File: src/rtl/apb_irq_ctrl.sv
// APB interrupt controller: synchronised sources, edge/level pending bits, fixed-priority claim/complete.
// Optional build macro IRQC_SLVERR_EN flags unmapped or illegal-direction accesses with pslverr.
module apb_irq_ctrl #(
    parameter int ADDRESS_WIDTH = 5,
    parameter int DATA_WIDTH    = 32,
    parameter int NUM_IRQ       = 8
) (
    input  logic                     clk_i,
    input  logic                     reset_i,
    input  logic [ADDRESS_WIDTH-1:0] paddr,
    input  logic                     psel,
    input  logic                     penable,
    input  logic                     pwrite,
    input  logic [DATA_WIDTH-1:0]    pwdata,
    output logic                     pready,
    output logic [DATA_WIDTH-1:0]    prdata,
    output logic                     pslverr,
    input  logic [NUM_IRQ-1:0]       irq_src_i,
    output logic                     irq_o
);

    localparam logic [0:0] IDLE   = 1'b0;
    localparam logic [0:0] ACCESS = 1'b1;

    localparam logic [ADDRESS_WIDTH-1:0] OFF_PEND     = ADDRESS_WIDTH'('h00);
    localparam logic [ADDRESS_WIDTH-1:0] OFF_ENABLE   = ADDRESS_WIDTH'('h04);
    localparam logic [ADDRESS_WIDTH-1:0] OFF_MODE     = ADDRESS_WIDTH'('h08);
    localparam logic [ADDRESS_WIDTH-1:0] OFF_CLAIM    = ADDRESS_WIDTH'('h0C);
    localparam logic [ADDRESS_WIDTH-1:0] OFF_COMPLETE = ADDRESS_WIDTH'('h10);
    localparam logic [ADDRESS_WIDTH-1:0] OFF_STATUS   = ADDRESS_WIDTH'('h14);

    logic [0:0]         state_q, state_d;
    logic               pwrite_q, pwrite_d;
    logic [NUM_IRQ-1:0] s1_q, s2_q, prev_q;
    logic [NUM_IRQ-1:0] pend_q, pend_d;
    logic [NUM_IRQ-1:0] enable_q, enable_d;
    logic [NUM_IRQ-1:0] mode_q, mode_d;
    logic               in_service_q, in_service_d;
    logic [4:0]         cur_id_q, cur_id_d;
    logic               irq_q, irq_d;

    logic               access, commit, acc_err, wr_en, rd_en, claim_fire;
    logic               sel_pend, sel_enable, sel_mode, sel_claim, sel_complete, sel_status;
    logic [NUM_IRQ-1:0] pe, rise, clr, claim_oh;
    logic               found;
    logic [4:0]         claim_id, claim_val;

    always_comb begin
        access       = (state_q == ACCESS);
        commit       = access && psel && penable;
        sel_pend     = (paddr == OFF_PEND);
        sel_enable   = (paddr == OFF_ENABLE);
        sel_mode     = (paddr == OFF_MODE);
        sel_claim    = (paddr == OFF_CLAIM);
        sel_complete = (paddr == OFF_COMPLETE);
        sel_status   = (paddr == OFF_STATUS);
`ifdef IRQC_SLVERR_EN
        acc_err = !(sel_pend || sel_enable || sel_mode || sel_claim || sel_complete || sel_status)
                  || (pwrite_q && (sel_claim || sel_status))
                  || (!pwrite_q && sel_complete);
        pslverr = access && acc_err;
`else
        acc_err = 1'b0;
        pslverr = 1'b0;
`endif
        wr_en  = commit && pwrite_q && !acc_err;
        rd_en  = commit && !pwrite_q && !acc_err;
        pready = access;
    end

    // Lowest index wins: only the first set bit of PEND&ENABLE is recorded.
    always_comb begin
        pe       = pend_q & enable_q;
        found    = 1'b0;
        claim_id = '0;
        claim_oh = '0;
        for (int unsigned i = 0; i < NUM_IRQ; i++) begin
            if (pe[i] && !found) begin
                found       = 1'b1;
                claim_id    = 5'(i);
                claim_oh[i] = 1'b1;
            end
        end
        claim_val  = (found && !in_service_q) ? claim_id + 5'd1 : 5'd0;
        claim_fire = rd_en && sel_claim && (claim_val != 5'd0);
    end

    always_comb begin
        prdata = '0;
        if (access && !pwrite_q && !acc_err) begin
            if (sel_pend)   prdata[NUM_IRQ-1:0] = pend_q;
            if (sel_enable) prdata[NUM_IRQ-1:0] = enable_q;
            if (sel_mode)   prdata[NUM_IRQ-1:0] = mode_q;
            if (sel_claim)  prdata[4:0]         = claim_val;
            if (sel_status) begin
                prdata[DATA_WIDTH-1] = in_service_q;
                prdata[4:0]          = cur_id_q;
            end
        end
    end

    always_comb begin
        state_d  = state_q;
        pwrite_d = pwrite_q;
        case (state_q)
            IDLE: begin
                if (psel && !penable) begin
                    state_d  = ACCESS;
                    pwrite_d = pwrite;
                end
            end
            ACCESS: begin
                if (psel && penable) state_d = IDLE;
            end
            default: state_d = IDLE;
        endcase

        // Clears only touch edge-mode bits; a same-cycle edge re-sets the bit.
        rise = s2_q & ~prev_q;
        clr  = '0;
        if (wr_en && sel_pend) clr = pwdata[NUM_IRQ-1:0];
        if (claim_fire)        clr = clr | claim_oh;
        pend_d = (mode_q & ((pend_q & ~clr) | rise)) | (~mode_q & s2_q);

        enable_d = enable_q;
        mode_d   = mode_q;
        if (wr_en && sel_enable) enable_d = pwdata[NUM_IRQ-1:0];
        if (wr_en && sel_mode)   mode_d   = pwdata[NUM_IRQ-1:0];

        in_service_d = in_service_q;
        cur_id_d     = cur_id_q;
        if (claim_fire) begin
            in_service_d = 1'b1;
            cur_id_d     = claim_id;
        end else if (wr_en && sel_complete && in_service_q
                     && (pwdata == DATA_WIDTH'(cur_id_q + 5'd1))) begin
            in_service_d = 1'b0;
        end

        irq_d = (|pe) && !in_service_q;
    end

    always_ff @(posedge clk_i or posedge reset_i) begin
        if (reset_i) begin
            state_q      <= IDLE;
            pwrite_q     <= 1'b0;
            s1_q         <= '0;
            s2_q         <= '0;
            prev_q       <= '0;
            pend_q       <= '0;
            enable_q     <= '0;
            mode_q       <= '0;
            in_service_q <= 1'b0;
            cur_id_q     <= '0;
            irq_q        <= 1'b0;
        end else begin
            state_q      <= state_d;
            pwrite_q     <= pwrite_d;
            s1_q         <= irq_src_i;
            s2_q         <= s1_q;
            prev_q       <= s2_q;
            pend_q       <= pend_d;
            enable_q     <= enable_d;
            mode_q       <= mode_d;
            in_service_q <= in_service_d;
            cur_id_q     <= cur_id_d;
            irq_q        <= irq_d;
        end
    end

    assign irq_o = irq_q;

endmodule
File: config.mk
export PLATFORM = sky130hd
export DESIGN_NAME = apb_irq_ctrl
export DESIGN_NICKNAME = d
export VERILOG_FILES = /design/src/rtl/apb_irq_ctrl.sv
export SDC_FILE = /design/constraint.sdc
export NUM_CORES = 1
export LEC_CHECK = 0
export CAP_MARGIN = 20
export CORE_ASPECT_RATIO = 1.2
export CORE_MARGIN = 2
export CORE_UTILIZATION = 50
export CTS_CLUSTER_SIZE = 14
export DETAILED_ROUTE_END_ITERATION = 8
export PLACE_DENSITY = 0.88
export SLEW_MARGIN = 20
export SYNTH_ARGS = -nofsm -noshare
export SYNTH_HDL_FRONTEND = slang
export SYNTH_SLANG_ARGS = --single-unit
File: constraint.sdc
create_clock -name clk_i -period 4.9 [get_ports clk_i]
set_clock_uncertainty 0.2 [all_clocks]
set_input_delay 1.225 -clock clk_i [delete_from_list [all_inputs] [get_ports clk_i]]
set_output_delay 1.225 -clock clk_i [all_outputs]
set_load 0.02 [all_outputs]
==> reports/metrics.csv, run 1 <==
metric,value,unit
critPathRequiredTime,3470,ps
fin_crit,4760,ps
vdd_drop_max,0.188,mV
rr_worst_depth,10,
finalCritPeriodShare,0.972,
r2r_setup_slack,2070,ps
vias,2239,
grtUsageMet2,0.375,
cts.clk_slew.worst_paths,90,ps
grt_use_met3,0.0388,
min_to,s2_q[2],
drv_cap,0,
grt.busiest_layer,met2,
dp_hpwl,4720,um
portBuffers,60,
drc_errors,0,
die_h,85.7,um
yosys_register_bits,55,
r2r-start,pend_q[0],
drv_slew,0,
worst_hold_path_type,register to register,
ys_top_cells_by_area,"dfrtp_1 (50%), mux2_2 (7.7%), buf_4 (6.5%)",
ys.flop_type,dfrtp_1,
synth_cell_types,53,
synth_area_leader_cell,dfrtp_1,
yosysWarnings,0,
setup_viol,0,
grtUsageTotal,0.215,
syn_area,2780,um^2
synth_edf_count,0,
nNetsFinal,380,
clockBufferDepth,2,
hold_start,s1_q[2],
cts_tree,built,
fin_util,0.661,
cts_resized,0,
die-area,6170,um^2
critPathLaunchType,input pin,
critical_path_class,input pin to primary output,
hold_viol,0,
final_common_cell,clkdlybuf4s50_1,
cts-buffers-inserted,5,
die_w,72.1,um
grt_setup_unrepaired,no,
crit_arrival,3340,ps
syn_inst,260,
layout_common_cells,"clkdlybuf4s50_1 (60), dfrtp_1 (55), nand2_1 (33)",
tns,0,ps
dpl.cell_count,383,
area_growth,26.9,%
ios,85,
insertedDiodeCount,0,
ys_async_sr_fraction,1.00,
routed_wl,6320,um
grt_pass1_wl,10400,um
ys_seq_area_frac,0.495,
via_per_inst,5.73,
drt.antenna.violating_nets,0,
ctsRootBufferMaster,clkbuf_8,
p_leak,1.51,nW
initial_utilization,0.521,
gp_congestion,0.886,
first_pass_iters,7,
max_slew_margin,0.393,
worst_pin_slew,910,ps
antenna_found_initial,0,
post_drt_wl_per_cell,16.2,um
reg2reg_to,pend_q[3],
max_clock_freq,210,MHz
power,1.03,mW
grt_max_degree,56,
p_per_area,291,nW/um^2
grt-ovfl-total,0,
setup.worst_path.end_class,primary output,
ctsHoldBuffers,0,
use_met1,0.271,
syn_avg_cell_area,10.7,um^2
cts_setup_buffers,0,
drive_above_1_share,0.143,
drt_iter0_markers,217,
num_rows,29,
core,5330,um^2
synth_top_area_frac,0.495,
holdPathStages,0,
htree_levels,2,
grt_pass1_vias,2236,
finalNonFillerCells,391,
cp_max_fo,5,
status,completed,
clk_latency,300,ps
cts.sinks,55,
-- Yosys cell counts (all sizes together), types with 2 or more instances --
| library cell | n |
|---|---|
| a21boi | 4 |
| a21oi | 9 |
| a22o | 4 |
| a31oi | 12 |
| a32oi | 5 |
| a41oi | 3 |
| and2 | 2 |
| buf | 26 |
| clkbuf | 2 |
| dfrtp | 55 |
| ha | 2 |
| inv | 6 |
| mux2 | 22 |
| mux2i | 3 |
| nand2 | 34 |
| nand3 | 7 |
| nand4 | 4 |
| nor2 | 13 |
| nor2b | 4 |
| nor3 | 7 |
| nor4 | 11 |
| o21ai | 2 |
| o22ai | 2 |
| xor2 | 3 |
-- layer usage --
metal | vias up | routed length (um)
li1 | 1041 | -
met1 | 1089 | 2570
met2 | 101 | 3220
met3 | 8 | 470
met4 | 0 | 62
met5 | - | 0
-- logic make-up after synthesis --
| family | synth area share |
|---|---|
| and+or+nand+nor | 0.169 |
| muxes | 0.104 |
| DFF | 0.495 |
| xor gates and xnor gates | 0.0126 |
| adders and majority gates | 0.00900 |
| other | 0.00135 |
| AOI/OAI and AO/OA | 0.130 |
| buffers and inverters | 0.0783 |
-- worst max-delay path: stages --
cell,delay [ps]
clkdlybuf4s50_1,430
nor3_1,330
nand3b_1,240
nor4_1,430
clkdlybuf4s50_1,680
-- area by class of cell --
cell class              instances  area (um^2)
repair buffers                 66          646
fillers                       420         1810
inverters                       6         23.8
flip-flops and latches         55         1380
clock inverters                 2         60.1
multi-input cells             194         1270
clock buffers                   6         72.6
well taps                      62         77.6
-- registers in the layout (all words and copies together), names as in the netlist, named ones only --
register	flops
pend_q	8
in_service_q	1
prev_q	8
cur_id_q	3
irq_o	1
s1_q	8
enable_q	8
pwrite_q	1
s2_q	8
mode_q	8
-- where the power goes --
part	total (mW)	switching, mW	internal (mW)	leakage, nW
clock	0.343	0.139	0.204	0.0654
sequential	0.508	0.0256	0.482	0.686
combinational	0.176	0.0948	0.0809	0.761
-- how the worst max path moves through the flow --
stage | slack (ps) | depth (start not counted) | endpoint | from
after detailed placement | 130 | 5 | prdata[4] | paddr[4]
after global placement | 160 | 5 | prdata[4] | paddr[4]
after global routing | 10 | 6 | prdata[0] | paddr[1]
after floorplan | 950 | 4 | prdata[4] | paddr[2]
final | 140 | 5 | prdata[4] | paddr[4]
after CTS | 130 | 7 | prdata[1] | paddr[1]
-- per-stage QoR --
step	hold WS, ps	worst slack, ps	instance area, um^2
floorplan	131	947	2870
global placement	132	159	3390
detailed placement	135	128	3390
CTS	156	126	3530
global route	163	14.0	3530
finish	155	138	3530
(Power assumes the default switching activity.)
==> inputs of run 2 (changes only) <==
--- a/config.mk
+++ b/config.mk
@@ -11,7 +11,7 @@
 export CORE_UTILIZATION = 50
 export CTS_CLUSTER_SIZE = 14
 export DETAILED_ROUTE_END_ITERATION = 8
-export PLACE_DENSITY = 0.88
+export PLACE_DENSITY = 0.85
 export SLEW_MARGIN = 20
 export SYNTH_ARGS = -nofsm -noshare
 export SYNTH_HDL_FRONTEND = slang
==> run 2 against run 1 <==
Net effect:
- combinational power hardly changed
- core utilization is 0.96 points lower
- register-to-register slack hardly changed
- critical path depth stayed put
- hold slack worse by 9.4 ps
- fmax is 1.4% lower
- sequential cell count stayed put
- critical path type unchanged
- first-iteration DRC count is 38% lower
- via count is 0.67% higher
==> reports/metrics.csv, run 2 (synthesis results as in run 1) <==
metric,value,unit,change
antenna_found_initial,0,,unchanged
holdPathStages,0,,unchanged
worst_pin_slew,906,ps,was 910 ps
gp_congestion,0.909,,was 0.886
cts.clk_slew.worst_paths,90,ps,about the same
hold_viol,0,,unchanged
nNetsFinal,380,,unchanged
initial_utilization,0.521,,unchanged
setup.worst_path.end_class,primary output,,unchanged
portBuffers,60,,unchanged
grt-ovfl-total,0,,unchanged
drc_errors,0,,unchanged
tns,0,ps,unchanged
grtUsageTotal,0.214,,was 0.215
dp_hpwl,4700,um,was 4720 um
reg2reg_to,pend_q[3],,unchanged
final_common_cell,clkdlybuf4s50_1,,unchanged
core,5330,um^2,unchanged
status,completed,,unchanged
vdd_drop_max,0.189,mV,was 0.188 mV
worst_hold_path_type,register to register,,unchanged
cts-buffers-inserted,5,,unchanged
cts.sinks,55,,unchanged
wl_met3,522,um,was 470 um
drive_above_1_share,0.140,,was 0.143
num_rows,29,,unchanged
critPathLaunchType,input pin,,unchanged
ctsRootBufferMaster,clkbuf_8,,unchanged
crit_arrival,3410,ps,was 3340 ps
p_per_area,264,nW/um^2,was 291 nW/um^2
top_layer_used,met4,,unchanged
cts_tree,built,,unchanged
grt_setup_unrepaired,no,,unchanged
vias,2254,,"was 2,239"
ctsHoldBuffers,0,,unchanged
dpl_worst_slack,90.9,ps,was 128 ps
die_w,72.1,um,unchanged
finalCritPeriodShare,0.986,,was 0.972
ios,85,,unchanged
first_pass_iters,4,,was 7
clk_latency,310,ps,was 300 ps
drt_iter0_markers,134,,was 217
cts_setup_buffers,0,,unchanged
p_leak,1.49,nW,was 1.51 nW
area_growth,25.1,%,was 26.9%
fin_ws,68.1,ps,was 138 ps
clockBufferDepth,2,,unchanged
nFillCells,437,,was 420
grt_pass1_vias,2145,,"was 2,236"
fin_crit,4830,ps,was 4760 ps
cp_max_fo,5,,unchanged
drt.antenna.violating_nets,0,,unchanged
wl_met2,3030,um,was 3220 um
die_h,85.7,um,unchanged
layout_common_cells,"clkdlybuf4s50_1 (60), dfrtp_1 (55), nand2_1 (33)",,unchanged
cp-startpoint,paddr[4],,unchanged
drv_slew,0,,unchanged
max_clock_freq,207,MHz,was 210 MHz
r2r_setup_slack,2080,ps,was 2070 ps
min_to,s2_q[1],,was s2_q[2]
critPathRequiredTime,3470,ps,about the same
drv_cap,0,,unchanged
critical_path_class,input pin to primary output,,unchanged
rr_worst_depth,10,,unchanged
r2r-start,pend_q[1],,was pend_q[0]
hold_start,s1_q[1],,was s1_q[2]
insertedDiodeCount,0,,unchanged
cts_resized,0,,unchanged
htree_levels,2,,unchanged
routed_wl,6240,um,was 6320 um
grt_max_degree,56,,unchanged
via_per_inst,5.76,,was 5.73
die-area,6170,um^2,unchanged
grt_pass1_wl,10100,um,"was 10,400 um"
wirelength_met1,2470,um,was 2570 um
max_slew_margin,0.395,,was 0.393
setup_viol,0,,unchanged
post_drt_wl_per_cell,16.0,um,was 16.2 um
-- run 2: cell count changes in the layout (fill, tap and decap cells not counted), sizes merged --
cell / before / now
clkbuf: 6 / 7
clkinv: 1 / 2
bufinv: 2 / 0
-- run 2: power breakdown --
group          switching (mW)  internal [mW]  leakage (nW)  total (mW)
Clock                   0.134          0.101        0.0422       0.235
Combinational          0.0950         0.0809         0.761       0.176
Sequential             0.0257          0.482         0.686       0.508
-- run 2: worst max path at each step --
stage,to,cells after the start
6_report,prdata[4],5
5_1_grt,prdata[1],7
4_1_cts,prdata[1],7
3_5_place_dp,prdata[1],7
3_3_place_gp,prdata[4],5
2_1_floorplan,prdata[4],4
-- run 2: area by class of cell --
cell class                      count  area (um^2)  area share
Sequential cell                    55         1380       0.396
Multi-Input combinational cell    194         1270       0.366
Clock inverter                      1         5.00     0.00144
Inverter                            6         23.8     0.00684
Clock buffer                        7         76.3      0.0220
Tap cell                           62         77.6      0.0223
Timing Repair Buffer               66          646       0.186
-- run 2: layer usage --
layer	GRT usage	up-vias
met4	0.0926	0
li1	-	1046
met3	0.0482	19
met5	0	-
met1	0.260	1069
met2	0.364	120
-- run 2: worst max-delay path, stage by stage --
cell             delay, ps
clkdlybuf4s50_1        430
nor3_1                 340
nand3b_1               280
nor4_1                 450
clkdlybuf4s50_1        680
-- run 2: per-stage QoR --
stage / hold slack [ps] / util / power (mW) / cell area, um^2 / cells
2_1_floorplan: 131 / - / 0.624 / 2870 / 283
3_3_place_gp: 133 / 0.636 / 0.686 / 3390 / 383
3_5_place_dp: 135 / 0.636 / 0.691 / 3390 / 383
4_1_cts: 150 / 0.651 / 0.927 / 3470 / 391
5_1_grt: 160 / 0.652 / 0.960 / 3480 / 391
6_report: 145 / 0.652 / 0.918 / 3480 / 391
==> inputs of run 3 (changes only) <==
==> constraint.sdc (replaced) <==
create_clock -name clk_i -period 5.8 [get_ports clk_i]
set_clock_uncertainty 0.2 [all_clocks]
set_input_delay 1.45 -clock clk_i [delete_from_list [all_inputs] [get_ports clk_i]]
set_output_delay 1.45 -clock clk_i [all_outputs]
set_load 0.02 [all_outputs]
==> run 3 against run 2 <==
Net effect:
- worst setup slack improved by 430 ps
- first-iteration DRC count increased by 44%
- non-clock buffer count decreased by 5
- sequential power decreased by 16%
- count of clock-buffer cells in the layout decreased by 1
- cell area decreased by 0.90%
- sequential cell count unchanged
- wire length increased by 1.9%
- clock power decreased by 11%
- core utilization decreased by 0.59 points
- power decreased by 14%
- largest cell class unchanged
- critical path depth unchanged
==> reports/metrics.csv, run 3 (synthesis results as in run 1) <==
metric,value,unit,change
clockBufferDepth,2,,unchanged
die_h,85.7,um,unchanged
cts.clk_slew.worst_paths,90,ps,about the same
ctsRootBufferMaster,clkbuf_8,,unchanged
post_drt_wl_per_cell,16.5,um,was 16.0 um
grtUsageTotal,0.217,,was 0.214
die-area,6170,um^2,unchanged
via_per_inst,5.86,,was 5.76
num_rows,29,,unchanged
hold_viol,0,,unchanged
cts_resized,0,,unchanged
seq_power_share,0.547,,was 0.553
portBuffers,60,,unchanged
grt_setup_unrepaired,no,,unchanged
insertedDiodeCount,0,,unchanged
netSwitchingFraction,0.277,,was 0.278
crit_arrival,3650,ps,was 3410 ps
cp_max_fo,7,,was 5
area_growth,24.0,%,was 25.1%
cts_tree,built,,unchanged
combPwrFrac,0.188,,was 0.192
tns,0,ps,unchanged
cts_setup_buffers,0,,unchanged
clk_latency,300,ps,was 310 ps
htree_levels,2,,unchanged
ctsHoldBuffers,0,,unchanged
drt_iter0_markers,193,,was 134
drt.antenna.violating_nets,0,,unchanged
p_clk_frac,0.265,,was 0.256
worst_pin_slew,908,ps,was 906 ps
status,completed,,unchanged
final_common_cell,clkdlybuf4s50_1,,unchanged
first_pass_iters,5,,was 4
p_per_area,228,nW/um^2,was 264 nW/um^2
cts.sinks,55,,unchanged
grt_pass1_vias,2230,,"was 2,145"
die_w,72.1,um,unchanged
gp_congestion,0.891,,was 0.909
grt-ovfl-total,0,,unchanged
drc_errors,0,,unchanged
core,5330,um^2,unchanged
vdd_drop_max,0.158,mV,was 0.189 mV
ios,85,,unchanged
design_area,3440,um^2,was 3480 um^2
drv_slew,0,,unchanged
initial_utilization,0.521,,unchanged
routed_wl,6360,um,was 6240 um
setup_viol,0,,unchanged
nNetsFinal,375,,was 380
dp_hpwl,4720,um,was 4700 um
critPathLaunchType,input pin,,unchanged
vias,2258,,"was 2,254"
fin_crit,5300,ps,
critPathRequiredTime,4150,ps,was 3470 ps
finalCritPeriodShare,0.914,,
placed_area,3360,um^2,was 3390 um^2
drive_above_1_share,0.130,,was 0.140
p_leak,1.47,nW,was 1.49 nW
grt_max_degree,56,,unchanged
layout_common_cells,"clkdlybuf4s50_1 (60), dfrtp_1 (55), nand2_1 (33)",,unchanged
setup.worst_path.end_class,primary output,,unchanged
grt_pass1_wl,10400,um,"was 10,100 um"
p_sw,0.218,mW,was 0.255 mW
drv_cap,0,,unchanged
max_clock_freq,189,MHz,
max_slew_margin,0.394,,was 0.395
critical_path_class,input pin to primary output,,unchanged
antenna_found_initial,0,,unchanged
hold_slack,151,ps,was 145 ps
intPower,0.568,mW,was 0.663 mW
worst_hold_path_type,register to register,,unchanged
cts-buffers-inserted,5,,unchanged
[run 3: cell count changes in the layout (fill, tap and decap cells not counted)]
| cell | previous run | this run |
|---|---|---|
| clkbuf_1 | 2 | 0 |
| buf_4 | 6 | 1 |
| clkbuf_8 | 5 | 6 |
[run 3: critical path, cell delays in order]
cell and delay [ps]:
clkdlybuf4s50_1 440, nor3_1 370, nand3b_1 320, nor3_1 390, clkdlybuf4s50_1 670
[run 3: path summary, 6_finish.rpt]
kind,start,end,slack [ps],cells past startpoint
max in group asynchronous,reset_i,s1_q[1],3440,2
min in group asynchronous,reset_i,cur_id_q[2],1430,2
min,s1_q[1],s2_q[1],150,0
max reg2reg,enable_q[0],pend_q[0],2740,9
max,paddr[4],prdata[3],500,5
min reg2reg,s1_q[1],s2_q[1],150,0
[run 3: power groups by stage]
stage	clock network [mW]	registers (mW)	logic, mW
floorplan	0	0.432	0.0952
global placement	0	0.435	0.143
detailed placement	0	0.436	0.147
CTS	0.214	0.429	0.147
global route	0.231	0.432	0.161
finish	0.208	0.429	0.148
[run 3: per-layer routing]
| metal | share of wire | global-route usage |
|---|---|---|
| met5 | 0 | 0 |
| met4 | 0.020 | 0.0806 |
| met3 | 0.086 | 0.0470 |
| met2 | 0.50 | 0.361 |
| met1 | 0.39 | 0.278 |
[run 3: per-stage QoR]
step,total power [mW],setup slack (ps),utilization,std cells
2_1_floorplan,0.527,1400,-,283
3_3_place_gp,0.578,581,0.629,378
3_5_place_dp,0.583,549,0.629,378
4_1_cts,0.790,531,0.646,385
5_1_grt,0.824,399,0.646,385
6_report,0.785,496,0.646,385
[run 3: final cells by class]
class / instances / area (um^2)
Fill cell: 441 / 1890
Sequential cell: 55 / 1380
Multi-Input combinational cell: 194 / 1270
Timing Repair Buffer: 61 / 608
Clock buffer: 6 / 82.6
Tap cell: 62 / 77.6
Inverter: 6 / 23.8
Clock inverter: 1 / 5.00
